## src/rtl/alu_pkg.sv

```systemverilog
// Shared types for the sequential ALU: operation encodings, FSM states and result flags.
package alu_pkg;

  typedef enum logic [3:0] {
    ADD               = 4'd0,
    SUB               = 4'd1,
    AND               = 4'd2,
    OR                = 4'd3,
    XOR               = 4'd4,
    SHIFT_LEFT        = 4'd5,
    SHIFT_RIGHT       = 4'd6,
    SHIFT_RIGHT_ARITH = 4'd7,
    MUL               = 4'd8,
    DIV               = 4'd9
  } alu_op_t;

  typedef enum logic [1:0] {
    IDLE = 2'd0,
    ITER = 2'd1,
    DONE = 2'd2
  } alu_state_t;

  typedef struct packed {
    logic carry;
    logic zero;
    logic neg;
    logic ovf;
    logic div_by_zero;
  } alu_flags_t;

endpackage

```

## src/rtl/alu_muldiv_iter.sv

```systemverilog
// Shared one-bit-per-cycle datapath for unsigned shift-add multiply and restoring divide.
// The first step is taken on the start edge, so done rises after exactly N steps.
module alu_muldiv_iter #(
  parameter int N = 16
) (
  input  logic         clk,
  input  logic         rst_n,
  input  logic         start,
  input  logic         is_div,
  input  logic [N-1:0] a,
  input  logic [N-1:0] b,
  output logic         done,
  output logic [N-1:0] lo,
  output logic [N-1:0] hi
);

  localparam int CW = $clog2(N + 1);

  logic [N-1:0]  lo_r;
  logic [N-1:0]  hi_r;
  logic [N-1:0]  b_r;
  logic          div_r;
  logic          active_r;
  logic [CW-1:0] cnt_r;

  // DIV: shift the next dividend bit into the remainder and subtract if it fits.
  // MUL: conditionally add the multiplicand to the high word, then shift right.
  function automatic logic [2*N-1:0] step(input logic d, input logic [N-1:0] h,
                                          input logic [N-1:0] l, input logic [N-1:0] dv);
    logic [N:0] t;
    if (d) begin
      t = {h, l[N-1]};
      if (t >= {1'b0, dv}) begin
        t = t - {1'b0, dv};
        return {t[N-1:0], l[N-2:0], 1'b1};
      end else begin
        return {t[N-1:0], l[N-2:0], 1'b0};
      end
    end else begin
      t = {1'b0, h} + (l[0] ? {1'b0, dv} : {(N+1){1'b0}});
      return {t, l[N-1:1]};
    end
  endfunction

  // Iteration state: load plus first step on start, then one step per cycle.
  always_ff @(posedge clk or negedge rst_n) begin
    if (!rst_n) begin
      lo_r     <= {N{1'b0}};
      hi_r     <= {N{1'b0}};
      b_r      <= {N{1'b0}};
      div_r    <= 1'b0;
      active_r <= 1'b0;
      cnt_r    <= {CW{1'b0}};
    end else if (start) begin
      {hi_r, lo_r} <= step(is_div, {N{1'b0}}, a, b);
      b_r          <= b;
      div_r        <= is_div;
      active_r     <= 1'b1;
      cnt_r        <= CW'(1);
    end else if (active_r) begin
      if (cnt_r == CW'(N)) begin
        active_r <= 1'b0;
      end else begin
        {hi_r, lo_r} <= step(div_r, hi_r, lo_r, b_r);
        cnt_r        <= cnt_r + CW'(1);
      end
    end
  end

  assign done = active_r && (cnt_r == CW'(N));
  assign lo   = lo_r;
  assign hi   = hi_r;

endmodule

```

## src/rtl/seq_alu.sv

```systemverilog
// Handshaked, registered N-bit ALU with single-cycle logic/arith/shift ops
// and N-cycle iterative unsigned multiply and divide.
module seq_alu
  import alu_pkg::*;
#(
  parameter int N = 16
) (
  input  logic         clk,
  input  logic         rst_n,
  input  logic         in_valid,
  output logic         in_ready,
  input  logic [N-1:0] a,
  input  logic [N-1:0] b,
  input  alu_op_t      op,
  output logic         out_valid,
  input  logic         out_ready,
  output logic [N-1:0] result,
  output logic [N-1:0] result_hi,
  output logic         carry,
  output logic         zero,
  output logic         neg,
  output logic         ovf,
  output logic         div_by_zero,
  output logic         busy
);

  localparam int SHW = $clog2(N);

  alu_state_t   state_r;
  logic         alive_r;
  logic         out_valid_r;
  logic         busy_r;
  logic         is_div_r;
  logic [N-1:0] result_r;
  logic [N-1:0] result_hi_r;
  alu_flags_t   flags_r;

  logic         accept_s;
  logic         iter_op_s;
  logic         iter_done_s;
  logic [N-1:0] iter_lo_s;
  logic [N-1:0] iter_hi_s;
  logic [N-1:0] res_s;
  logic [N-1:0] res_hi_s;
  alu_flags_t   flags_s;
  logic [N:0]   ext_s;
  logic [SHW-1:0] sh_s;

  assign in_ready  = alive_r && ((state_r == IDLE) || ((state_r == DONE) && out_ready));
  assign accept_s  = in_valid && in_ready;
  assign iter_op_s = (op == MUL) || ((op == DIV) && (b != {N{1'b0}}));
  assign sh_s      = b[SHW-1:0];

  alu_muldiv_iter #(.N(N)) u_iter (
    .clk    (clk),
    .rst_n  (rst_n),
    .start  (accept_s && iter_op_s),
    .is_div (op == DIV),
    .a      (a),
    .b      (b),
    .done   (iter_done_s),
    .lo     (iter_lo_s),
    .hi     (iter_hi_s)
  );

  // Single-cycle results and flags, evaluated on the presented operands.
  always_comb begin
    res_s    = {N{1'b0}};
    res_hi_s = {N{1'b0}};
    flags_s  = '0;
    ext_s    = {(N+1){1'b0}};
    case (op)
      ADD: begin
        ext_s         = {1'b0, a} + {1'b0, b};
        res_s         = ext_s[N-1:0];
        flags_s.carry = ext_s[N];
        flags_s.ovf   = (a[N-1] == b[N-1]) && (ext_s[N-1] != a[N-1]);
      end
      SUB: begin
        ext_s         = {1'b0, a} - {1'b0, b};
        res_s         = ext_s[N-1:0];
        flags_s.carry = ext_s[N];
        flags_s.ovf   = (a[N-1] != b[N-1]) && (ext_s[N-1] != a[N-1]);
      end
      AND: res_s = a & b;
      OR:  res_s = a | b;
      XOR: res_s = a ^ b;
      SHIFT_LEFT: begin
        ext_s         = {1'b0, a} << sh_s;
        res_s         = ext_s[N-1:0];
        flags_s.carry = ext_s[N];
      end
      SHIFT_RIGHT: begin
        ext_s         = {a, 1'b0} >> sh_s;
        res_s         = ext_s[N:1];
        flags_s.carry = ext_s[0];
      end
      SHIFT_RIGHT_ARITH: begin
        ext_s         = $unsigned($signed({a, 1'b0}) >>> sh_s);
        res_s         = ext_s[N:1];
        flags_s.carry = ext_s[0];
      end
      DIV: begin
        res_s               = {N{1'b1}};
        res_hi_s            = a;
        flags_s.div_by_zero = 1'b1;
      end
      default: begin
        res_s = {N{1'b0}};
      end
    endcase
    flags_s.zero = (res_s == {N{1'b0}});
    flags_s.neg  = res_s[N-1];
  end

  // Control FSM with registered results; accept covers both IDLE and drain-and-reissue from DONE.
  always_ff @(posedge clk or negedge rst_n) begin
    if (!rst_n) begin
      state_r     <= IDLE;
      alive_r     <= 1'b0;
      out_valid_r <= 1'b0;
      busy_r      <= 1'b0;
      is_div_r    <= 1'b0;
      result_r    <= {N{1'b0}};
      result_hi_r <= {N{1'b0}};
      flags_r     <= '0;
    end else begin
      alive_r <= 1'b1;
      if (accept_s) begin
        is_div_r <= (op == DIV);
        if (iter_op_s) begin
          state_r     <= ITER;
          busy_r      <= 1'b1;
          out_valid_r <= 1'b0;
        end else begin
          state_r     <= DONE;
          out_valid_r <= 1'b1;
          result_r    <= res_s;
          result_hi_r <= res_hi_s;
          flags_r     <= flags_s;
        end
      end else begin
        case (state_r)
          IDLE: state_r <= IDLE;
          ITER: begin
            if (iter_done_s) begin
              state_r                 <= DONE;
              busy_r                  <= 1'b0;
              out_valid_r             <= 1'b1;
              result_r                <= iter_lo_s;
              result_hi_r             <= iter_hi_s;
              flags_r.carry           <= 1'b0;
              flags_r.zero            <= (iter_lo_s == {N{1'b0}});
              flags_r.neg             <= iter_lo_s[N-1];
              flags_r.ovf             <= !is_div_r && (iter_hi_s != {N{1'b0}});
              flags_r.div_by_zero     <= 1'b0;
            end
          end
          DONE: begin
            if (out_ready) begin
              state_r     <= IDLE;
              out_valid_r <= 1'b0;
            end
          end
          default: begin
            state_r     <= IDLE;
            out_valid_r <= 1'b0;
            busy_r      <= 1'b0;
          end
        endcase
      end
    end
  end

  assign out_valid   = out_valid_r;
  assign busy        = busy_r;
  assign result      = result_r;
  assign result_hi   = result_hi_r;
  assign carry       = flags_r.carry;
  assign zero        = flags_r.zero;
  assign neg         = flags_r.neg;
  assign ovf         = flags_r.ovf;
  assign div_by_zero = flags_r.div_by_zero;

endmodule

```

## config.mk

```make
export PLATFORM = sky130hd
export DESIGN_NAME = seq_alu
export DESIGN_NICKNAME = d
export VERILOG_FILES = /design/src/rtl/alu_pkg.sv /design/src/rtl/alu_muldiv_iter.sv /design/src/rtl/seq_alu.sv
export SDC_FILE = /design/constraint.sdc
export NUM_CORES = 1
export LEC_CHECK = 0
export ABC_CLOCK_PERIOD_IN_PS = 8200
export BUFFER_PORTS_ARGS = -buffer_cell sky130_fd_sc_hd__buf_4
export CAP_MARGIN = 10
export CORE_MARGIN = 5
export CORE_UTILIZATION = 40
export CTS_BUF_LIST = sky130_fd_sc_hd__clkbuf_8
export DETAILED_ROUTE_END_ITERATION = 7
export HOLD_SLACK_MARGIN = 0.1
export PLACE_DENSITY = 0.58
export SYNTH_ARGS = -nofsm -noshare
export SYNTH_HDL_FRONTEND = slang
export SYNTH_SLANG_ARGS = --single-unit
export TNS_END_PERCENT = 5
```

## constraint.sdc

```tcl
create_clock -name clk -period 8.2 [get_ports clk]
set_clock_uncertainty 0.2 [all_clocks]
set_input_delay 1.64 -clock clk [delete_from_list [all_inputs] [get_ports clk]]
set_output_delay 1.64 -clock clk [all_outputs]
set_load 0.02 [all_outputs]
```

==> flow_metrics.tcl <==
set metrics [dict create \
    drive_gt1_share_pct 12.0 \
    synth_top_area_share_pct 21.9 \
    holdPathStages 2 \
    clock_latency_ns 0.39 \
    synth-seq-cells 97 \
    maxSlewHeadroom_pct 28.7 \
    period_share_pct 71.1 \
    maxSlewViolCount 0 \
    pre_cts_ws_ns 2.04 \
    cts_max_path_buffers 2 \
    power_switching_uw 422 \
    tns_ns 0 \
    worst_setup_path_start_kind "input pin" \
    synth_area_um2 11100 \
    crit_chain "buf_4 > clkinv_1 > ha_1 > nor2_1 > a221o_1 > o21ai_1 > a21oi_1 > o31a_1 > a2111oi_0 > nand2_1 > or4_1 > o41ai_2" \
    hold_viol_final 0 \
    slowest_delay_ns 0.73 \
    crit_type "in -> reg" \
    cp-end-kind "flop" \
    slowest_stage "a2111oi_0" \
    rows 61 \
    initial_utilization_pct 40.2 \
    post_cts_resized 0 \
    vdd_ir_drop_max_uv 65.6 \
    die_area_um2 31200 \
    finalSetupViolations 0 \
    antenna_cells 0 \
    dpl.cell_count 1799 \
    grt_use_met2_pct 44.5 \
    postLayoutCoreUtil_pct 43.6 \
    intPower_uw 717 \
    drv_cap 0 \
    use_met1_pct 35.3 \
    cp_top_family "compound AO/OA/AOI/OAI gates" \
    port_buffers 79 \
    synth_nets 1567 \
    power_uw 1140 \
    ant_nets 0 \
    routabilityCongestion 0.990 \
    synth_edf_count 0 \
    nets 1563 \
    grt_busiest_layer "met2" \
    ys_seq_area_share_pct 21.9 \
    fp.dieW_um 177 \
    wirelength_um 42600 \
    path_depth 12 \
    cts_max_level 3 \
    drc 0 \
    design.core.area_um2 27600 \
    pwr-share-seq_pct 42.0 \
    combPwrFrac_pct 29.6 \
    area_delta_synth_final_pct 8.41 \
    fin_cells 1815 \
    num_vias 11500 \
    async_reset_ff_share_pct 100 \
    clk_transition_reported_paths_ns 0.12 \
    crit_required_ns 8.30 \
    dp_hpwl_um 31300 \
    root_buffer "clkbuf_8" \
    cp.arrival_ns 5.93 \
    yosys_warnings 0 \
    leakagePower_uw 0.00521 \
    holdBufCountCts 0 \
    grt_util_met3_pct 3.70 \
    die_h_um 177 \
    reg2reg_depth 12 \
    period_needed_ns 5.83 \
    clock_power_share_pct 28.4 \
    cts.sinks 97 \
    synth_flop_cell "dfrtp_1" \
    routedWlPerCell_um 23.5 \
    cp_max_fo 36 \
    rsz0062_at_grt "false" \
    grt_max_degree 70 \
    overflow 0 \
    hp-class "reg -> reg" \
    cts_tree "yes" \
    max_clock_freq_ghz 0.172 \
    viasPerCell 6.32 \
    synth_area_leaders "dfrtp_1 (22%), ha_1 (9.8%), o21ai_0 (5.6%)" \
    synth_area_per_cell_um2 7.73 \
    status "complete, no violations" \
    syn_inst 1436 \
    numCtsBuffers 9 \
    layout_setup_ws_ns 2.37 \
    tightest_slew_ns 1.05 \
    synth.distinct_cells 87 \
    synth.top_cells.by_count "nand2_1 (146), o21ai_0 (124), nor2_1 (111)" \
    drt-initial-drc-count 1307 \
    grt_pass1_vias 11000 \
    synth_most_common_cell "nand2_1" \
    switching_share_pct 37.0 \
    grt_antenna_before_repair 0 \
    synth_top_cell_by_area "dfrtp_1" \
    pin_count 80 \
    cts_setup_buffers 0 \
    drt_first_pass_iters 6 \
    fillCellCount 2874 \
    grt_pass1_wl_um 65700 \
    power_density_nw_per_um2 94.7 \
    grtUsageTotal_pct 26.8 \
    cp_num_buf_inv 2 \
]
## layer usage
metal | wire length [µm] | share of wire, %
met4 | 1830 | 4.3
met3 | 3040 | 7.1
met5 | 0 | 0
met1 | 17800 | 42
met2 | 20000 | 47
## cells in the final DEF, fill, tap and decap left out, types with 12 or more instances in the layout
cell      count
nor2b_1      16
and2_1       19
a31oi_1      35
nand4_1      13
a211oi_1     21
a21oi_1     108
nand3_1      35
ha_1         87
xnor2_1      17
o21ai_0     124
a21o_1       21
nor3_1       29
nand2_1     145
and3_1       12
buf_4        95
or3_1        12
mux4_2       19
o211ai_1     29
nand2b_1     16
a22oi_1      19
dfrtp_1      96
mux2i_1      42
inv_1        77
nor2_1      110
nor4_1       18
## worst register-to-register path, stage by stage (launching register included)
cell	delay, ns
dfrtp_1	0.95
nand2_1	0.19
inv_1	0.09
ha_1	0.23
a21o_1	0.19
a21oi_1	0.31
o21ai_0	0.21
a41o_1	0.32
o41ai_1	0.55
o21ai_0	0.26
xnor2_1	0.18
a31oi_1	0.11
a21o_1	0.21
## power groups by stage
stage | clock network, µW | logic (µW) | registers, µW
after floorplan | 0 | 216 | 488
after global placement | 0 | 330 | 488
after detailed placement | 0 | 328 | 488
after CTS | 335 | 330 | 478
after global routing | 351 | 362 | 479
final | 324 | 337 | 478
## through the flow
stage                     area (µm²)  hold slack, ns
after floorplan                11100           0.251
after detailed placement       11800           0.277
after global placement         11800           0.264
final                          12000           0.295
after CTS                      12000           0.300
after global routing           12000           0.334
## registers in the layout (all words and copies together) (netlist names), 2 cells and up
| name | cells |
|---|---|
| result_hi | 16 |
| u_iter.hi | 16 |
| state_r | 2 |
| u_iter.cnt_r | 5 |
| result | 16 |
| u_iter.b_r | 16 |
| u_iter.lo | 16 |
## logic make-up (layout without fill, tap and decap cells)
group,Yosys count,count (layout),synth area share [%]
and+or+nand+nor,469,469,20.8
other,1,1,0.0338
adders and majority gates,91,91,10.5
buffers and inverters,189,190,7.02
DFF,97,97,21.9
muxes,72,72,8.86
xor gates and xnor gates,24,24,1.89
AOI/OAI and AO/OA,493,493,29.0
## cell type report
type,instances,area [µm²],area share (%)
flip-flops and latches,97,2430,20.2
repair buffers,95,713,5.93
well taps,378,473,3.93
multi-input cells,1150,7940,65.9
inverters,79,297,2.46
clock inverters,6,50.0,0.416
clock buffers,10,138,1.14
## path summary, 6_finish.rpt
| path | start | endpoint | slack (ns) |
|---|---|---|---|
| worst max-delay path | b[3] | zero$_DFFE_PN0P_ | 2.37 |
| worst min-delay path | busy$_DFFE_PN0P_ | busy$_DFFE_PN0P_ | 0.29 |
| worst max register to register | u_iter.lo[0]$_DFFE_PN0P_ | u_iter.hi[14]$_DFFE_PN0P_ | 4.11 |
| worst min register to register | busy$_DFFE_PN0P_ | busy$_DFFE_PN0P_ | 0.29 |
| max in group asynchronous | rst_n | u_iter.div_r$_DFFE_PN0P_ | 5.53 |
| min in group asynchronous | rst_n | u_iter.lo[7]$_DFFE_PN0P_ | 0.94 |
(Power assumes the default switching activity.)
